**config.mk**
```make
export PLATFORM = sky130hd
export DESIGN_NAME = mod_inv_verifier
export DESIGN_NICKNAME = d
export VERILOG_FILES = /design/src/rtl/mod_inv_verifier.sv
export SDC_FILE = /design/constraint.sdc
export NUM_CORES = 1
export LEC_CHECK = 0
export CORE_MARGIN = 2
export CORE_UTILIZATION = 41
export CTS_BUF_LIST = sky130_fd_sc_hd__clkbuf_16
export DETAILED_ROUTE_END_ITERATION = 12
export HOLD_SLACK_MARGIN = 0.15
export PLACE_DENSITY = 0.62
export SETUP_SLACK_MARGIN = 0.15
export SLEW_MARGIN = 20
export SYNTH_ARGS = -nofsm -noshare
export SYNTH_HDL_FRONTEND = slang
export SYNTH_SLANG_ARGS = --single-unit
```
**constraint.sdc**
```tcl
create_clock -name clk -period 5.4 [get_ports clk]
set_input_delay 1.35 -clock clk [delete_from_list [all_inputs] [get_ports clk]]
set_output_delay 1.35 -clock clk [all_outputs]
set_load 0.005 [all_outputs]
```
**src/rtl/mod_inv_verifier.sv**
```systemverilog
// rtl/mod_inv_verifier.sv - checks x is the inverse of a mod Q via bit-serial a*x mod Q
module mod_inv_verifier #(
    parameter int Q     = 7681,
    parameter int WIDTH = $clog2(Q),
    parameter int CNT_W = 16
) (
    input  logic             clk,
    input  logic             reset,
    input  logic             in_valid,
    output logic             in_ready,
    input  logic [WIDTH-1:0] in_a,
    input  logic [WIDTH-1:0] in_x,
    output logic             out_valid,
    input  logic             out_ready,
    output logic [WIDTH-1:0] out_product,
    output logic             out_pass,
    output logic             out_err,
    output logic [CNT_W-1:0] fail_cnt
);
    localparam int BW = (WIDTH > 1) ? $clog2(WIDTH) : 1;
    localparam logic [WIDTH:0]  QW       = (WIDTH + 1)'(Q);
    localparam logic [BW-1:0]   LAST_BIT = BW'(WIDTH - 1);

    typedef enum logic [1:0] {IDLE, MUL, DONE} state_t;

    state_t            state, state_next;
    logic [WIDTH-1:0]  a_r, x_r, acc;
    logic [BW-1:0]     bit_cnt;
    logic              err;
    logic [WIDTH:0]    dbl, dbl_red, sum, step;
    logic              range_bad, accept, deliver;

    // One interleaved step: acc*2 + x[bit]*a, each partial reduced once since both stay below 2Q
    always_comb begin
        dbl     = {acc, 1'b0};
        dbl_red = (dbl >= QW) ? dbl - QW : dbl;
        sum     = dbl_red + {1'b0, a_r};
        step    = dbl_red;
        if (x_r[bit_cnt]) begin
            step = (sum >= QW) ? sum - QW : sum;
        end
    end

    assign range_bad = ({1'b0, in_a} >= QW) || ({1'b0, in_x} >= QW);
    assign accept    = (state == IDLE) && in_valid;
    assign deliver   = (state == DONE) && out_ready;

    always_comb begin
        state_next = state;
        case (state)
            IDLE:    if (accept) state_next = range_bad ? DONE : MUL;
            MUL:     if (bit_cnt == '0) state_next = DONE;
            DONE:    if (out_ready) state_next = IDLE;
            default: state_next = IDLE;
        endcase
    end

    always_ff @(posedge clk or negedge reset) begin
        if (!reset) begin
            state    <= IDLE;
            a_r      <= '0;
            x_r      <= '0;
            acc      <= '0;
            bit_cnt  <= '0;
            err      <= 1'b0;
            fail_cnt <= '0;
        end else begin
            state <= state_next;
            if (accept) begin
                a_r     <= in_a;
                x_r     <= in_x;
                acc     <= '0;
                err     <= range_bad;
                bit_cnt <= LAST_BIT;
            end
            if (state == MUL) begin
                acc <= step[WIDTH-1:0];
                if (bit_cnt != '0) begin
                    bit_cnt <= bit_cnt - 1'b1;
                end
            end
            if (deliver && !out_pass && (fail_cnt != {CNT_W{1'b1}})) begin
                fail_cnt <= fail_cnt + 1'b1;
            end
        end
    end

    // Outputs decode straight from registers, so they hold while DONE waits on out_ready
    assign in_ready    = (state == IDLE);
    assign out_valid   = (state == DONE);
    assign out_product = acc;
    assign out_pass    = (state == DONE) && (acc == WIDTH'(1)) && !err;
    assign out_err     = (state == DONE) && err;
endmodule

```
# After elaboration in Yosys (flattened, before gate mapping)
# Index checks and enable logic that the tools add are counted.
# totals
regBits,62
out_inout_bits,33
word_cells,54
# classes
addsub,5
n_lt_le_gt_ge,5
n_eq_ne,7
muxes,15
n_reduce_logical,15
# op_table
operator,n
$mux W13,4
$ge A14 B13 Y1 const B,2
$ge A13 B13 Y1 const B,2
$add A16 B1 Y16 const B,1
$ne A16 B16 Y1 const B,1
$add A14 B13 Y14,1
$mux W14,1
$sub A14 B13 Y14 const B,1
$eq A13 B1 Y1 const B,1
$sub A13 B13 Y13 const B,1
$mux W4,3
$mux W2,4
$logic_and A1 B1 Y1,7
$pmux W2 S3,1
$lt A4 B5 Y1 const B,1
$bmux W1 S4,1
$logic_not A4 Y1,1
$ne A2 B1 Y1 const B,2
$reduce_bool A4 Y1,1
$sub A4 B1 Y4 const B,1
$reduce_and A3 Y1,1
$eq A2 B1 Y1 const B,1
$eq A2 B2 Y1 const B,1
$logic_not A1 Y1,2
5 further kinds,5

# Logic depth before layout (Yosys ltp)
# Gate-level depths: netlist of run 1.
# depth
word_depth,7
ltp_mapped,19
ltp_nobuf,17

# Worst setup path after synthesis of run 1
# Ideal clock, no wire load.
# synth_timing
kind,reg-to-reg
start,reg acc[5] (netlist: out_product[5])
end,reg acc[5] (netlist: out_product[5])
t_arrival_ps,4133
required_time_ps,5260
path_slack_ps,1127
path_stages_with_launch,19
path_buffers,2
period_less_slack_ps,4273
path_cell_list,dfrtp_1 -> or3_1 -> nor4_4 -> nand2_1 -> a21o_1 -> clkbuf_1 -> xnor2_1 -> inv_1 -> ha_1 -> a21o_1 -> and2_1 -> o32ai_1 -> a21o_1 -> nand3b_4 -> o41a_2 -> a21o_1 -> buf_6 -> a222oi_1 -> o211ai_1
# synth_between
elab_chain_len,7
# synth_rtl
element,line_no,source
"start, declared",27,"logic [WIDTH-1:0] a_r, x_r, acc;"
"start signal, assigned",77,acc <= step[WIDTH-1:0];
$sub A14 B13 Y14 / $ge A14 B13 Y1 (equally long branches),36,dbl_red = (dbl >= QW) ? dbl - QW : dbl;
$mux W14 *,36,
$add A14 B13 Y14,37,"sum = dbl_red + {1'b0, a_r};"
$ge A14 B13 Y1 / $sub A13 B13 Y13 (equally long branches),40,step = (sum >= QW) ? sum - QW : sum;
$mux W13,40,
$mux W13 *,39,if (x_r[bit_cnt]) begin
$mux W13 *,76,if (state == MUL) begin
# Every way passes the cells marked *; elsewhere a longest branch is shown, timed or not.
# A chain may end at the register's enable or synchronous reset.

# Worst setup path in the final report of run 1
# Ends and elaborated chain as after synthesis.

==> metrics.csv, run 1 <==
stage;metric;value;unit
critical_path;path_class;reg -> reg;
finish;final_area;0.00513;sq mm
critical_path;critPathArrivalTime;4.99;ns
floorplanning;fp.dieH;105;microns
floorplanning;fp.coreArea;0.00982;sq mm
clock_tree;post-cts-setup-buffers;0;
clock_tree;cts.sinks;62;
pwr;ir_drop;0.000246;V
critical_path;critical_path.max_fanout;11;
finish;n_antenna_cell;0;
synth;syn_area;0.00416;sq mm
global_routing;grt_max_degree;42;
global_routing;grt_pass1_wl;17600;microns
clock_tree;cts.repair.resized;0;
timing;maxSlewViolCount;0;
global_routing;track_usage;0.197;
timing;fin_crit;4.80;ns
pwr;p_per_area;637;mW/mm^2
clock_tree;numCtsBuffers;9;
flow_run;cap_violations;0;
floorplanning;start_util;0.424;
routing;drc;0;
synth;synthArstFlopShare;1.00;
global_routing;grt_antenna_before_repair;0;
routing;drt_iter0_drc;191;
timing;finalSetupTns;0;ns
global_routing;grt_pass1_vias;3491;
timing;worst_slew_pin_slew;1.06;ns
timing;final_min_period_over_clock_period;0.889;
synth;synth_nets;530;
clock_tree;cts_max_path_buffers;2;
hold_path;holdCritPathClass;reg -> reg;
timing;finalSetupViolCount;0;
finish;syn_to_final_growth;23.3;%
routing;dr.pass1.iters;5;
timing;fin_skew;0.00802;ns
clock_tree;cts_root_buf;clkbuf_16;
placed_design;gp_congestion;0.887;
floorplanning;dieArea;0.0110;sq mm
global_routing;globalRouteOverflowTotal;0;
critical_path;worstSetupStartpointType;register;
synth;synth-edff-count;0;
outcome;status;complete, no violations;
placed_design;placement.cell_area;0.00485;sq mm
synth;ys_seq_area_frac;0.373;
synth;avgSynthCellArea;8.67;sq um
synth;yosys_warnings;0;
floorplanning;rows;36;
placed_design;dp.cells;653;
finish;utilization;0.523;
synth;postSynthCellCount;480;
routing;vias_per_cell;5.45;
clock_tree;clk_pin_slew_worst_paths;0.06;ns
placed_design;hpwl;7930;microns
routing;vias;3643;
routing;wire_per_inst;15.6;microns
finish;finalNonFillerCells;669;
finish;layout-drive-gt1-share;0.0653;
clock_tree;ctsHtreeMaxLevel;3;
synth;synth-seq-cells;62;
synth;synthDistinctLibCells;60;
timing;fmax;208;MHz
pwr;total_power;3.27;mW
pwr;p_leak;2.28;nW
timing;rsz0062_at_grt;false;
placed_design;portBuffers;62;
clock_tree;holdBufCountCts;0;
routing;ant_nets;0;
synth;ys.flop_type;dfrtp_1;
floorplanning;ioPinCount;63;
finish;nNetsFinal;581;
floorplanning;die_w;105;microns
clock_tree;cts_tree;yes;
timing;relSlewSlack;0.293;
timing;hold_viol_final;0;
critical_path;worstPathRequired;5.60;ns
clock_tree;clkLatencyLatePin;0.32;ns
critical_path;cp-end-kind;register;
routing;wl;10400;microns
[layout make-up]
type / instances / area, sq um
flip-flops and latches: 62 / 1550
clock buffers: 9 / 225
clock inverters: 7 / 50.0
multi-input cells: 385 / 2480
inverters: 10 / 37.5
repair buffers: 63 / 623
fillers: 975 / 4690
well taps: 133 / 166
[cell usage after synthesis (2+ instances only)]
master     count  area, sq um
nand2_1      104          390
o211ai_1       5         37.5
o31ai_1        3         22.5
or2_2          2         12.5
a31oi_1        3         18.8
a22oi_1        8         60.1
a221oi_1       3         26.3
nor4_1         4         25.0
a21oi_2        2         17.5
and2_1         6         37.5
a21oi_1       17         85.1
inv_1         10         37.5
nand3_1       23          115
o32ai_1        2         17.5
mux2_2         2         22.5
nand4_1        9         56.3
nor3_1        12         60.1
nor2b_1       10         62.6
a211oi_1       2         15.0
mux4_2         3         67.6
o21ai_1        3         15.0
xnor2_1       25          219
or3_1          5         31.3
clkbuf_1      19         71.3
xor2_1        10         87.6
mux2i_1        9         90.1
ha_1          19          238
o31a_1         3         26.3
dfrtp_1       62         1550
nand2b_1      10         62.6
o21ai_0       13         65.1
and4_1         4         35.0
o21a_1         2         15.0
buf_2          2         10.0
and3_1         5         31.3
a21o_1         8         60.1
nor2_1        27          101
o2111ai_1      2         17.5
[state kept, by name, summed over array words and instances, names as in the netlist]
name,cells
a_r,13
bit_cnt,4
err,1
fail_cnt,16
out_product,13
state,2
x_r,13
[logic make-up after synthesis]
kind of cell	synth area share
mux	0.0433
xor+xnor	0.0737
simple gates	0.265
fa+ha+maj	0.0619
compound gates	0.150
flops	0.373
buf+inv	0.0331
[path summary, 6_finish.rpt]
check | cells after the start | endpoint | from | slack (ns)
max | 17 | out_product[5] | out_product[5] | 0.60
min in group asynchronous | 1 | out_product[5] | reset | 1.00
max in group asynchronous | 2 | x_r[1] | reset | 3.49
max reg2reg | 17 | out_product[5] | out_product[5] | 0.60
min reg2reg | 2 | x_r[8] | x_r[8] | 0.47
min | 2 | x_r[8] | x_r[8] | 0.47
[stage by stage]
stage	hold slack, ns	setup WS, ns
floorplan	0.440	1.13
detailed placement	0.462	0.652
finish	0.472	0.602
global placement	0.458	0.711
global route	0.497	0.293
CTS	0.476	0.633
[where the power goes]
group          total, mW  internal, mW  switching, mW
Combinational       1.92         0.795           1.12
Clock              0.532         0.312          0.220
Sequential         0.816         0.631          0.185
Total               3.27          1.74           1.53
[placed cells by master (no fill, tap or decap), types with 9 or more instances in the layout]
| cell type | netlist | routed |
|---|---|---|
| a21oi_1 | 17 | 17 |
| clkbuf_16 | 0 | 9 |
| clkdlybuf4s50_1 | 0 | 61 |
| dfrtp_1 | 62 | 62 |
| ha_1 | 19 | 19 |
| inv_1 | 10 | 10 |
| mux2i_1 | 9 | 9 |
| nand2_1 | 104 | 104 |
| nand2b_1 | 10 | 9 |
| nand3_1 | 23 | 23 |
| nand4_1 | 9 | 9 |
| nor2_1 | 27 | 27 |
| nor2b_1 | 10 | 9 |
| nor3_1 | 12 | 12 |
| o21ai_0 | 13 | 13 |
| xnor2_1 | 25 | 25 |
| xor2_1 | 10 | 10 |
[routing by layer]
layer | part of all wire | vias up | track usage
met1 | 0.49 | 1721 | 0.288
met5 | 0 | - | 0
met3 | 0.048 | 12 | 0.0368
met2 | 0.45 | 95 | 0.298
met4 | 0.012 | 0 | 0.0562
li1 | - | 1815 | -
[worst max-delay path: stages, from the launching register on]
cell and delay (ns):
dfrtp_1 0.42, or3_1 0.45, nor4_4 0.23, nand2_1 0.14, a21o_1 0.30, nand2_1 0.17
nor3_1 0.07, xor2_1 0.29, ha_1 0.43, xnor2_1 0.27, a21oi_1 0.11, o32ai_1 0.24
a21o_1 0.21, nand3b_4 0.12, o41a_2 0.49, a21o_1 0.30, a222oi_1 0.31, o211ai_1 0.13
Power figures use the tool's default switching activity.
==> run 2, diff against run 1 <==
--- a/config.mk
+++ b/config.mk
@@ -7,7 +7,7 @@
 export LEC_CHECK = 0
 export CORE_MARGIN = 2
 export CORE_UTILIZATION = 41
-export CTS_BUF_LIST = sky130_fd_sc_hd__clkbuf_16
+export CTS_BUF_LIST = sky130_fd_sc_hd__clkbuf_4 sky130_fd_sc_hd__clkbuf_8
 export DETAILED_ROUTE_END_ITERATION = 12
 export HOLD_SLACK_MARGIN = 0.15
 export PLACE_DENSITY = 0.62
==> metrics.csv, run 2 (synthesized netlist as in run 1, its figures left out) <==
stage;metric;value;unit;change
clock_tree;cts.sinks;62;;unchanged
global_routing;grt_pass1_wl;17600;microns;about the same
global_routing;track_usage;0.198;;was 0.197
finish;multi_input_area;0.00248;sq mm;unchanged
critical_path;worstSetupStartpointType;register;;unchanged
flow_run;cap_violations;0;;unchanged
finish;utilization;0.512;;was 0.523
timing;relSlewSlack;0.285;;was 0.293
placed_design;dp.cells;653;;unchanged
critical_path;critical_path.max_fanout;11;;unchanged
placed_design;portBuffers;62;;unchanged
finish;nNetsFinal;581;;unchanged
routing;ant_nets;0;;unchanged
floorplanning;ioPinCount;63;;unchanged
clock_tree;ctsHtreeMaxLevel;3;;unchanged
finish;layout_commonest_cell;nand2_1;;unchanged
clock_tree;cts_root_buf;clkbuf_8;;was clkbuf_16
timing;final_min_period_over_clock_period;0.891;;was 0.889
placed_design;hpwl;7930;microns;unchanged
timing;finalSetupViolCount;0;;unchanged
finish;largest_reg_flops;16;;unchanged
routing;drc;0;;unchanged
floorplanning;die_w;105;microns;unchanged
floorplanning;dieArea;0.0110;sq mm;unchanged
finish;final_area;0.00503;sq mm;was 0.00513 sq mm
routing;dr.pass1.iters;7;;was 5
pwr;p_leak;2.23;nW;was 2.28 nW
global_routing;grt_antenna_before_repair;0;;unchanged
timing;fmax;208;MHz;about the same
timing;fin_crit;4.81;ns;was 4.80 ns
floorplanning;fp.dieH;105;microns;unchanged
clock_tree;clk_pin_slew_worst_paths;0.08;ns;was 0.06 ns
global_routing;busiest_layer;met2;;unchanged
timing;worst_slew_pin_slew;1.07;ns;was 1.06 ns
critical_path;crit_buf_inv;0;;unchanged
hold_path;holdCritPathClass;reg -> reg;;unchanged
routing;wire_per_inst;15.6;microns;about the same
timing;rsz0062_at_grt;false;;unchanged
finish;largest_register;fail_cnt;;unchanged
critical_path;worstPathRequired;5.62;ns;was 5.60 ns
clock_tree;post-cts-setup-buffers;0;;unchanged
critical_path;cp-end-kind;register;;unchanged
finish;n_antenna_cell;0;;unchanged
timing;hold_viol_final;0;;unchanged
clock_tree;cts.repair.resized;0;;unchanged
clock_tree;holdBufCountCts;0;;unchanged
outcome;status;complete, no violations;;unchanged
clock_tree;clkLatencyLatePin;0.35;ns;was 0.32 ns
global_routing;use_met2;0.299;;was 0.298
finish;layout-drive-gt1-share;0.0653;;unchanged
pwr;ir_drop;0.000204;V;was 0.000246 V
timing;fin_skew;0.0151;ns;was 0.00802 ns
global_routing;grt_max_degree;42;;unchanged
critical_path;path_class;reg -> reg;;unchanged
timing;finalSetupTns;0;ns;unchanged
routing;vias;3638;;was 3,643
floorplanning;rows;36;;unchanged
critical_path;critPathArrivalTime;5.03;ns;was 4.99 ns
global_routing;globalRouteOverflowTotal;0;;unchanged
critical_path;crit_family;compound AO/OA/AOI/OAI gates;;unchanged
pwr;p_per_area;617;mW/mm^2;was 637 mW/mm^2
finish;syn_to_final_growth;20.9;%;was 23.3%
global_routing;grtUsageMet3;0.0331;;was 0.0368
finish;register_area;0.00155;sq mm;unchanged
floorplanning;start_util;0.424;;unchanged
timing;finalWorstSetupSlack;0.591;ns;was 0.602 ns
global_routing;use_met1;0.287;;was 0.288
placed_design;pre_cts_ws;0.652;ns;unchanged
critical_path;cp_common_cell;a21o_1;;unchanged
critical_path;crit_chain;or3_1 > nor4_4 > nand2_1 > a21o_1 > nand2_1 > nor3_1 > xor2_1 > ha_1 > xnor2_1 > a21oi_1 > o32ai_1 > a21o_1 > nand3b_4 > o41a_2 > a21o_1 > a222oi_1 > o211ai_1;;unchanged
critical_path;slowest_stage;o41a_2;;unchanged
finish;layout_common_cells;nand2_1, dfrtp_1, clkdlybuf4s50_1, nor2_1, xnor2_1;;unchanged
floorplanning;fp.coreArea;0.00982;sq mm;unchanged
critical_path;critPathMaxStageDelay;0.49;ns;about the same
timing;maxSlewViolCount;0;;unchanged
placed_design;gp_congestion;0.887;;unchanged
clock_tree;numCtsBuffers;9;;unchanged
routing;vias_per_cell;5.44;;was 5.45
finish;fillers;984;;was 975
routing;wl;10500;microns;was 10,400 microns
routing;drt_iter0_drc;219;;was 191
placed_design;placement.cell_area;0.00485;sq mm;unchanged
pwr;total_power;3.10;mW;was 3.27 mW
clock_tree;cts_tree;yes;;unchanged
global_routing;grt_pass1_vias;3480;;was 3,491
clock_tree;cts_max_path_buffers;2;;unchanged
timing;holdWs;0.477;ns;was 0.472 ns
finish;finalNonFillerCells;669;;unchanged
==> run 2: final timing paths <==
kind                       depth (start not counted)  slack, ns            from        endpoint
max in group asynchronous                          2       3.51           reset          x_r[0]
setup reg to reg                                  17       0.59  out_product[5]  out_product[5]
hold / removal                                     2       0.48          x_r[8]          x_r[8]
hold reg to reg                                    2       0.48          x_r[8]          x_r[8]
setup / recovery                                  17       0.59  out_product[5]  out_product[5]
min in group asynchronous                          1       0.97           reset  out_product[5]
==> run 2: metal layers <==
| metal | wire length [microns] | part of all wire |
|---|---|---|
| met3 | 546 | 0.052 |
| met1 | 5080 | 0.49 |
| met5 | 0 | 0 |
| met4 | 175 | 0.017 |
| met2 | 4660 | 0.45 |
==> run 2: final cells by class <==
type	instances	area share
Inverter	10	0.00746
Clock inverter	7	0.00995
Timing Repair Buffer	63	0.124
Clock buffer	9	0.0246
Multi-Input combinational cell	385	0.493
Tap cell	133	0.0331
Sequential cell	62	0.308
==> run 2: power by group <==
part           total, mW  switching (mW)  leakage, nW  internal [mW]
sequential         0.814           0.184        0.795          0.630
combinational       1.92            1.12         1.35          0.794
clock              0.372           0.205       0.0869          0.168
total               3.10            1.51         2.23           1.59
==> run 2: worst min-delay path: stages, from the launching register on <==
cell	delay [ns]
dfrtp_1	0.34
nand2_1	0.05
nand2_1	0.05
==> run 3, diff against run 2 <==
--- a/config.mk
+++ b/config.mk
@@ -5,10 +5,13 @@
 export SDC_FILE = /design/constraint.sdc
 export NUM_CORES = 1
 export LEC_CHECK = 0
+export ABC_AREA = 1
+export ABC_CLOCK_PERIOD_IN_PS = 5400
 export CORE_MARGIN = 2
 export CORE_UTILIZATION = 41
 export CTS_BUF_LIST = sky130_fd_sc_hd__clkbuf_4 sky130_fd_sc_hd__clkbuf_8
 export DETAILED_ROUTE_END_ITERATION = 12
+export GPL_TIMING_DRIVEN = 0
 export HOLD_SLACK_MARGIN = 0.15
 export PLACE_DENSITY = 0.62
 export SETUP_SLACK_MARGIN = 0.15
==> metrics.csv, run 3 <==
stage;metric;value;unit;change
synth;synth-seq-cells;62;;unchanged
floorplanning;rows;38;;was 36
floorplanning;ioPinCount;63;;unchanged
finish;largest_reg_flops;16;;unchanged
critical_path;cp-end-kind;register;;unchanged
outcome;status;complete, no violations;;unchanged
global_routing;globalRouteOverflowTotal;0;;unchanged
placed_design;gp_congestion;0.929;;was 0.887
routing;wire_per_inst;13.2;microns;was 15.6 microns
hold_path;holdPathEnd;x_r[9];;was x_r[8]
synth;synth_top_area_frac;0.339;;was 0.373
floorplanning;fp.dieH;110;microns;was 105 microns
finish;n_antenna_cell;0;;unchanged
timing;rsz0062_at_grt;false;;unchanged
clock_tree;cts_max_path_buffers;2;;unchanged
synth;synth-edff-count;0;;unchanged
floorplanning;fp.coreArea;0.0109;sq mm;was 0.00982 sq mm
synth;yosys_warnings;0;;unchanged
critical_path;critical_path.max_fanout;10;;was 11
critical_path;r2r_cells;26;;was 17
placed_design;dp.cells;881;;was 653
timing;finalSetupViolCount;0;;unchanged
global_routing;grt_max_degree;49;;was 42
global_routing;grt_pass1_vias;4353;;was 3,480
finish;largest_register;fail_cnt;;unchanged
synth;ys_seq_area_frac;0.339;;was 0.373
synth;ys.flop_type;dfrtp_1;;unchanged
finish;layout_common_cells;nand2_1, inv_1, dfrtp_1, clkdlybuf4s50_1, nor2_1;;was nand2_1, dfrtp_1, clkdlybuf4s50_1, nor2_1, xnor2_1
routing;ant_nets;0;;unchanged
critical_path;worstPathRequired;5.62;ns;about the same
timing;relSlewSlack;0.541;;was 0.285
clock_tree;numCtsBuffers;9;;unchanged
floorplanning;die_w;110;microns;was 105 microns
synth;synth_most_common_cell;nand2_1;;unchanged
routing;drc;0;;unchanged
synth;syn_area;0.00458;sq mm;was 0.00416 sq mm
synth;synthDistinctLibCells;41;;was 60
timing;finalWorstSetupSlack;1.40;ns;was 0.591 ns
finish;finalNonFillerCells;896;;was 669
flow_run;cap_violations;0;;unchanged
critical_path;regToRegStartpoint;out_product[6];;was out_product[5]
clock_tree;cts_tree;yes;;unchanged
finish;final_area;0.00561;sq mm;was 0.00503 sq mm
global_routing;grt_pass1_wl;20500;microns;was 17,600 microns
synth;synth_nets;728;;was 530
synth;avgSynthCellArea;6.76;sq um;was 8.67 sq um
clock_tree;ctsHtreeMaxLevel;3;;unchanged
critical_path;critPathArrivalTime;4.22;ns;was 5.03 ns
routing;vias;4349;;was 3,638
timing;worst_slew_pin_slew;0.686;ns;was 1.07 ns
global_routing;grt_antenna_before_repair;0;;unchanged
critical_path;r2r_end;out_product[2];;was out_product[5]
clock_tree;post-cts-setup-buffers;0;;unchanged
pwr;ir_drop;0.000445;V;was 0.000204 V
timing;final_min_period_over_clock_period;0.740;;was 0.891
timing;hold_viol_final;0;;unchanged
critical_path;path_class;reg -> reg;;unchanged
timing;maxSlewViolCount;0;;unchanged
timing;fmax;250;MHz;was 208 MHz
timing;finalSetupTns;0;ns;unchanged
synth;postSynthCellCount;678;;was 480
clock_tree;cts.sinks;62;;unchanged
synth;yosys-top-cells-count;nand2_1, inv_1, dfrtp_1;;was nand2_1, dfrtp_1, nor2_1
synth;ys_top_cells_by_area;dfrtp_1, nand2_1, inv_1;;was dfrtp_1, nand2_1, ha_1
placed_design;placement.cell_area;0.00540;sq mm;was 0.00485 sq mm
timing;fin_crit;4.00;ns;was 4.81 ns
placed_design;hpwl;9500;microns;was 7930 microns
finish;syn_to_final_growth;22.4;%;was 20.9%
routing;wl;11800;microns;was 10,500 microns
clock_tree;holdBufCountCts;0;;unchanged
floorplanning;dieArea;0.0120;sq mm;was 0.0110 sq mm
timing;holdWs;0.474;ns;was 0.477 ns
critical_path;worst-r2r-setup-slack;1.40;ns;was 0.59 ns
hold_path;worstHoldStart;x_r[9];;was x_r[8]
routing;drt_iter0_drc;289;;was 219
clock_tree;cts_root_buf;clkbuf_8;;unchanged
clock_tree;clk_pin_slew_worst_paths;0.07;ns;was 0.08 ns
floorplanning;start_util;0.421;;was 0.424
routing;vias_per_cell;4.85;;was 5.44
clock_tree;clkLatencyLatePin;0.33;ns;was 0.35 ns
hold_path;hold_path_depth;2;;unchanged
pwr;p_leak;2.92;nW;was 2.23 nW
critical_path;worstSetupStartpointType;register;;unchanged
placed_design;portBuffers;62;;unchanged
hold_path;holdCritPathClass;reg -> reg;;unchanged
pwr;p_per_area;723;mW/mm^2;was 617 mW/mm^2
placed_design;pre_cts_ws;1.47;ns;was 0.652 ns
routing;dr.pass1.iters;4;;was 7
finish;nNetsFinal;802;;was 581
synth;yosys.area.top_type;dfrtp_1;;unchanged
finish;layout-drive-gt1-share;0.0728;;was 0.0653
global_routing;track_usage;0.216;;was 0.198
synth;synthArstFlopShare;1.00;;unchanged
finish;layout_commonest_cell;nand2_1;;unchanged
clock_tree;cts.repair.resized;0;;unchanged
timing;fin_skew;0.00644;ns;was 0.0151 ns
[run 3: worst max-delay path: stages, from the launching register on]
cell and delay [ns]:
dfrtp_1 0.44, nor2_1 0.14, nand2_1 0.07, nor2_1 0.26
nand3_1 0.15, nand2_1 0.14, nand2_2 0.15, xor2_1 0.28
inv_1 0.13, fa_1 0.48, inv_1 0.10, nand3_1 0.10
nand2_1 0.16, nand2_2 0.08, nand2_4 0.09, nand3_2 0.10
nor2_4 0.13, nand3_2 0.08, nand2_2 0.09, nand2_1 0.07
nand2_2 0.09, buf_4 0.18, nand3_1 0.09, nand2_1 0.09
nand2_1 0.07, nand2_1 0.08, nand2_1 0.05
[run 3: through the flow]
step / util / power, mW
after CTS: 0.515 / 4.07
after detailed placement: 0.496 / 3.63
final: 0.515 / 4.06
after global placement: 0.494 / 3.57
after floorplan: - / 2.89
after global routing: 0.515 / 4.55
[run 3: cells by family (layout without fill, tap and decap cells)]
kind of cell | after synthesis | in the layout | share of synthesized area
xor gates and xnor gates | 32 | 32 | 0.0628
and+or+nand+nor | 386 | 386 | 0.368
DFF | 62 | 62 | 0.339
AOI/OAI and AO/OA | 65 | 65 | 0.0784
buffers and inverters | 113 | 191 | 0.0964
adders and majority gates | 20 | 20 | 0.0563
[run 3: final cells by class]
cell class,count,area (sq um)
buffer,12,62.6
timing repair buffer,63,646
sequential,62,1550
fill,1109,5280
clock inverter,3,42.5
inverter,101,379
tap,140,175
multi-input combinational,503,2590
clock buffer,12,165
[run 3: power by group]
part           total, mW  leakage, nW  internal, mW  switching (mW)
registers          0.808        0.762         0.643           0.165
logic               2.82         2.06          1.03            1.79
clock network      0.425        0.104         0.248           0.177
total               4.06         2.92          1.92            2.13
[run 3: worst max-delay path by stage]
| stage | to | startpoint | slack [ns] | depth (start not counted) |
|---|---|---|---|---|
| global route | out_product[0] | out_product[6] | 0.98 | 28 |
| floorplan | out_product[2] | out_product[5] | 2.20 | 28 |
| detailed placement | out_product[2] | out_product[6] | 1.47 | 26 |
| finish | out_product[2] | out_product[6] | 1.40 | 26 |
| global placement | a_r[2] | reset | 0.90 | 1 |
| CTS | out_product[2] | out_product[5] | 1.44 | 26 |
[run 3: metal layers]
metal	share of wire	vias up	wire (microns)	GRT usage
met1	0.47	1989	5580	0.289
met2	0.48	76	5640	0.362
met3	0.038	10	449	0.0397
li1	-	2274	-	-
met5	0	-	0	0
met4	0.010	0	123	0.0542
